$ cat src/rtl/mux_pkg.sv
// Shared types and index helpers for the mux scan serializer.
// Start and terminal select indices are derived from the word width and the
// scan direction, so the serializer never needs a separate bit counter.
package mux_pkg;

  typedef enum logic [0:0] {
    IDLE  = 1'b0,
    SHIFT = 1'b1
  } state_t;

  // Select width for a given number of mux inputs (at least one bit).
  function automatic int sel_width(input int width);
    return (width < 32'sd2) ? 32'sd1 : $clog2(width);
  endfunction

  // First index presented to the mux for a freshly accepted word.
  function automatic int start_index(input int width, input bit lsb_first);
    return lsb_first ? 32'sd0 : (width - 32'sd1);
  endfunction

  // Index of the final bit of a word; reaching it marks ser_last.
  function automatic int term_index(input int width, input bit lsb_first);
    return lsb_first ? (width - 32'sd1) : 32'sd0;
  endfunction

endpackage

$ cat src/rtl/mux_scan_serializer.sv
// Parallel-to-serial front end wrapped around an external WIDTH:1 mux.
// The accepted word is held on mux_in and mux_sel walks every index; the
// bit the mux returns is forwarded as a valid/ready serial stream.
// The select register doubles as the bit position: the terminal index ends
// the word, so no extra counter is kept.
module mux_scan_serializer
  import mux_pkg::*;
#(
  parameter int WIDTH     = 8,
  parameter int SEL_W     = 3,
  parameter bit LSB_FIRST = 1'b1
) (
  input  logic             clk,
  input  logic             rst_n,
  input  logic             load_valid,
  output logic             load_ready,
  input  logic [WIDTH-1:0] load_data,
  output logic [WIDTH-1:0] mux_in,
  output logic [SEL_W-1:0] mux_sel,
  input  logic             mux_out,
  output logic             ser_valid,
  input  logic             ser_ready,
  output logic             ser_data,
  output logic             ser_last,
  output logic             busy
);

  localparam logic [SEL_W-1:0] START_SEL = SEL_W'(start_index(WIDTH, LSB_FIRST));
  localparam logic [SEL_W-1:0] TERM_SEL  = SEL_W'(term_index(WIDTH, LSB_FIRST));
  localparam logic [SEL_W-1:0] SEL_ONE   = {{(SEL_W-1){1'b0}}, 1'b1};

  state_t           state_r;
  state_t           state_nxt_s;
  logic [WIDTH-1:0] mux_in_r;
  logic [WIDTH-1:0] mux_in_nxt_s;
  logic [SEL_W-1:0] mux_sel_r;
  logic [SEL_W-1:0] mux_sel_nxt_s;
  logic             shifting_s;
  logic             at_term_s;
  logic             load_ready_s;

  assign shifting_s = (state_r == SHIFT);
  assign at_term_s  = (mux_sel_r == TERM_SEL);

  // Next-state, next-index and load acceptance decisions.
  always_comb begin
    state_nxt_s   = state_r;
    mux_in_nxt_s  = mux_in_r;
    mux_sel_nxt_s = mux_sel_r;
    load_ready_s  = 1'b0;
    case (state_r)
      IDLE: begin
        load_ready_s = 1'b1;
        if (load_valid) begin
          mux_in_nxt_s  = load_data;
          mux_sel_nxt_s = START_SEL;
          state_nxt_s   = SHIFT;
        end else begin
          state_nxt_s = IDLE;
        end
      end
      SHIFT: begin
        if (ser_ready) begin
          if (at_term_s) begin
            // Last bit leaves this edge: chain straight into the next word.
            load_ready_s = 1'b1;
            if (load_valid) begin
              mux_in_nxt_s  = load_data;
              mux_sel_nxt_s = START_SEL;
              state_nxt_s   = SHIFT;
            end else begin
              state_nxt_s = IDLE;
            end
          end else if (LSB_FIRST) begin
            mux_sel_nxt_s = mux_sel_r + SEL_ONE;
          end else begin
            mux_sel_nxt_s = mux_sel_r - SEL_ONE;
          end
        end else begin
          // Stalled consumer: everything holds, the bit stays valid.
          state_nxt_s = SHIFT;
        end
      end
      default: begin
        state_nxt_s = IDLE;
      end
    endcase
  end

  // State, held word and select index registers.
  always_ff @(posedge clk or negedge rst_n) begin
    if (!rst_n) begin
      state_r   <= IDLE;
      mux_in_r  <= {WIDTH{1'b0}};
      mux_sel_r <= {SEL_W{1'b0}};
    end else begin
      state_r   <= state_nxt_s;
      mux_in_r  <= mux_in_nxt_s;
      mux_sel_r <= mux_sel_nxt_s;
    end
  end

  assign load_ready = load_ready_s;
  assign mux_in     = mux_in_r;
  assign mux_sel    = mux_sel_r;
  assign ser_valid  = shifting_s;
  assign ser_data   = mux_out;
  assign ser_last   = shifting_s & at_term_s;
  assign busy       = shifting_s;

endmodule

$ cat config.mk
export PLATFORM = sky130hd
export DESIGN_NAME = mux_scan_serializer
export DESIGN_NICKNAME = d
export VERILOG_FILES = /design/src/rtl/mux_pkg.sv /design/src/rtl/mux_scan_serializer.sv
export SDC_FILE = /design/constraint.sdc
export NUM_CORES = 1
export LEC_CHECK = 0
export CAP_MARGIN = 20
export CELL_PAD_IN_SITES_DETAIL_PLACEMENT = 1
export CELL_PAD_IN_SITES_GLOBAL_PLACEMENT = 1
export CORE_MARGIN = 2
export CORE_UTILIZATION = 32
export CTS_CLUSTER_SIZE = 40
export DETAILED_ROUTE_END_ITERATION = 8
export PLACE_DENSITY_LB_ADDON = 0.1
export SETUP_SLACK_MARGIN = 0.02
export SLEW_MARGIN = 30
export SYNTH_ARGS = -nofsm -noshare
export SYNTH_HDL_FRONTEND = slang
export SYNTH_SLANG_ARGS = --single-unit
$ cat constraint.sdc
create_clock -name clk -period 4.95 [get_ports clk]
set_clock_uncertainty 0.15 [all_clocks]
set_input_delay 0.7425 -clock clk [delete_from_list [all_inputs] [get_ports clk]]
set_output_delay 0.7425 -clock clk [all_outputs]
set_load 0.02 [all_outputs]
* Yosys cells after proc, flatten, opt, wreduce, memory -nomap -nowiden
Index checks and enable logic that the tools add are counted.
** Word-level totals
- Register bits after elaboration :: 12
- Input bits :: 13
- Output and inout bits :: 16
** Operators by class
- $add $sub $neg :: 1
- Equality and inequality tests :: 3
- Muxes and demuxes :: 15
- Bitwise gates (word level) :: 2
- Reductions and logical operators :: 1
** Operators with widths (count)
- 2-to-1 mux 8 bit :: 3
- case mux 8 bit (2 select lines) :: 1
- 2-to-1 mux 3 bit :: 3
- case mux 3 bit (2 select lines) :: 1
- 2-to-1 mux 1 bit :: 5
- case mux 1 bit (2 select lines) :: 2
- adder 3 x 1 -> 3 bit (second input constant) :: 1
- equality test 3 bit (second input constant) :: 1
- != test 2 x 1 -> 1 bit (second input constant) :: 1
- != test 2 bit (second input constant) :: 1
- AND reduction 2 bit :: 1
- bitwise AND 1 bit :: 1
- inverter 1 bit :: 1

* Depth between registers and ports, before layout
- Depth in word-level cells :: 4
- Mapped depth :: 6
- Gate-level depth less buffers :: 5

* Worst setup path after synthesis
OpenSTA, ideal clock, no wires.
- Path type :: register to output
- Start :: register mux_sel_r[0], in the netlist mux_sel[0]
- End :: output port ser_last
- Arrival :: 1.103 ns
- Required time :: 4.058 ns
- Slack :: 2.954 ns
- Stages on the path, launching flop included :: 4
- Path buffers :: 0
- Cells stage by stage :: dfrtp_1 ha_1 ha_1 and2_1
** Between the ends
- Cells in the longest elaborated chain, start to end :: 2
** RTL lines
- start: declaration :: line mux_scan_serializer.sv:36 : logic [SEL_W-1:0] mux_sel_r;
- start signal: assignment :: line mux_scan_serializer.sv:95 : mux_sel_r <= {SEL_W{1'b0}};
- start signal: assignment :: line mux_scan_serializer.sv:99 : mux_sel_r <= mux_sel_nxt_s;
- equality test 3 bit :: line mux_scan_serializer.sv:43 : assign at_term_s = (mux_sel_r == TERM_SEL);
- bitwise AND 1 bit :: line mux_scan_serializer.sv:108 : assign ser_last = shifting_s & at_term_s;
- end: declaration :: line mux_scan_serializer.sv:24 : output logic ser_last,
Every way passes these cells.

* Worst setup path in the final report
- Start :: input port ser_ready
- End :: output port load_ready
** Between the ends
- Cells in the longest elaborated chain, start to end :: 2
** RTL lines
- start: declaration :: line mux_scan_serializer.sv:22 : input logic ser_ready,
- 2-to-1 mux 1 bit :: line mux_scan_serializer.sv:63 : if (ser_ready) begin
- case mux 1 bit (2 select lines) :: line mux_scan_serializer.sv:51 : case (state_r)
- end: declaration :: line mux_scan_serializer.sv:16 : output logic load_ready,
Every way passes these cells.

==> results.cfg <==
[worst_setup_path]
cp-end-kind = output pin
critPathBufInv = 2
worstPathMaxFanout = 4
cp-start-kind = input port
rrSetupSlack_ns = 2.96
crit_family = buffers and inverters
cp_slowest_cell = clkdlybuf4s50_1
crit_type = in2out
crit_arrival_ns = 1.99
path_cells = clkdlybuf4s50_1 > nand2_1 > nand2_1 > clkdlybuf4s50_1
required_ns = 4.06
crit_path_max_incr_delay_ns = 0.61

[logic_synthesis]
yosysWarnings = 0
synth_top_area_cell = dfrtp_1
synth_top_cell_area_share = 0.4959
syn_area_um2 = 605.6
ys_seq_area_frac = 0.4959
ys_ff_latch = 12
postSynthCellCount = 45
synth_area_leaders = dfrtp_1 (50%), mux2_4 (20%), ha_1 (6.2%), a22o_1 (5.8%), buf_4 (2.5%)
synth_nets = 61
ys_types = 18
syn_avg_cell_area_um2 = 13.46

[detailed_routing]
routed_via_density = 4.573
wl_mm = 1.266
ant_nets = 0
via_count = 439
wl_per_cell_um = 13.19
drc = 0
drtIter0Drc = 3
dr.pass1.iters = 3

[cells_and_area]
stdcell_count = 96
post-route-util = 0.5168
final_net_count = 88
syn_to_final_growth_pct = 48.97
insertedDiodeCount = 0
drive_gt1_frac = 0.1690

[sta]
fin_tns_setup_ns = 0
worst_slack_ns = 2.067
relSlewSlack = 0.6541
hold_slack_ns = 0.3626
fmax_mhz = 346.8
tightestPinTransition_ns = 0.5172
rsz0062_at_grt = false
setup_viol = 0
drv_slew = 0
hold_viol_final = 0
min_period_ns = 2.883
fin_crit_sh = 0.5825

[power_and_ir_drop]
powerDensity_nw_per_um2 = 582.9
p_leak_nw = 0.4234
max-vdd-ir-drop_mv = 0.3413

[global_route]
grt_overflow = 0
grt_max_degree = 13
grt_pass1_vias = 441
grt-busiest-layer = met2
grt_util_met3 = 0.05660
met1_usage = 0.1581
grt_pass1_wl_mm = 1.959
met2_usage = 0.2054
antenna_found_initial = 0
grt_use_total = 0.1307

[clocking]
root_buffer = clkbuf_4
clockBufferDepth = 2
cts.hold.buffers_added = 0
insertion_delay_ns = 0.27
cts_tree = yes
h-tree-depth = 1
cts.sinks = 12
cts_buffers = 3
clk_pin_slew_ns = 0.07
cts_resized = 0
postCtsSetupBuffers = 0

[floorplan]
core-area_um2 = 1745
dieWidth_um = 47.50
start_util = 0.3470
die_area_um2 = 2256
die_y_um = 47.50
io_pins = 29
rows = 15

[place]
portBuffers = 26
placed_cells = 92
gp_congestion = 0.6960
dp_hpwl_mm = 1.000
pre_cts_slack_ns = 2.059

[min_path]
hold_path.class = reg2reg

[run_status]
status = finished, final reports clean

[flow_run]
maxCapViolations = 0
==> routing by layer <==
metal / vias to the layer above / wire (um)
met1: 217 / 615
met3: 2 / 49
li1: 208 / -
met5: - / 0
met4: 0 / 12
met2: 12 / 587
==> flip-flops by register name (all words and copies together) (netlist names) <==
name     flops
mux_in       8
mux_sel      3
busy         1
==> worst paths after layout <==
path                       depth (start not counted)         end  startpoint
setup / recovery                                   4  load_ready   ser_ready
setup reg to reg                                   5   mux_in[6]  mux_sel[0]
max in group asynchronous                          1   mux_in[0]       rst_n
hold reg to reg                                    1   mux_in[1]   mux_in[1]
min in group asynchronous                          1  mux_sel[0]       rst_n
hold / removal                                     1   mux_in[1]   mux_in[1]
==> synth_stat cells, drive strengths merged <==
library cell	n
nand2b	1
a21oi	1
dfrtp	12
inv	2
nand3b	1
o311ai	1
buf	4
nand3	1
a21o	1
a22o	4
ha	3
mux2	8
a21bo	1
nor2b	1
and2	1
nand2	3
==> cell families after synthesis <==
family / after synthesis / share of synthesized area
adders and majority gates: 3 / 0.06199
DFF: 12 / 0.4959
muxes: 8 / 0.1984
and+or+nand+nor: 8 / 0.07026
AOI/OAI and AO/OA: 8 / 0.1095
buffers and inverters: 6 / 0.06404
==> worst register-to-register path: cells and delay by family (launching register included) <==
| family | cells | cell delay [ns] |
|---|---|---|
| simple gates | 1 | 0.09 |
| compound gates | 1 | 0.40 |
| mux | 1 | 0.34 |
| fa+ha+maj | 2 | 0.47 |
| flops | 1 | 0.44 |
==> layout make-up <==
class / instances / area, um^2
Sequential cell: 12 / 300.3
Tap cell: 25 / 31.28
Timing Repair Buffer: 26 / 260.3
Multi-Input combinational cell: 27 / 266.5
Clock buffer: 4 / 36.28
Inverter: 2 / 7.507
Fill cell: 187 / 843.3
==> power breakdown <==
| part | internal (W) | switching (W) |
|---|---|---|
| clock network | 0.0000447 | 0.0000306 |
| registers | 0.000142 | 0.0000356 |
| logic | 0.000158 | 0.000114 |
| total | 0.000346 | 0.000180 |
==> per-stage QoR <==
stage                     power [W]  cell area, um^2
after floorplan           0.0003315            605.6
after global placement    0.0004503            865.8
after detailed placement  0.0004530            865.8
after CTS                 0.0005335            902.1
after global routing      0.0005552            902.1
final                     0.0005258            902.1
==> layout by cell type, fill, tap and decap left out <==
cell,instances
clkdlybuf4s50_1,26
clkbuf_8,1
a21oi_1,1
nand3_1,1
dfrtp_1,12
nand3b_1,1
mux2_4,8
o311ai_1,1
nand2_1,3
a21o_1,1
ha_1,3
clkbuf_4,3
and2_1,1
inv_1,2
a22o_1,4
nor2b_1,1
a21bo_1,1
nand2b_1,1
(Power assumes the default switching activity.)
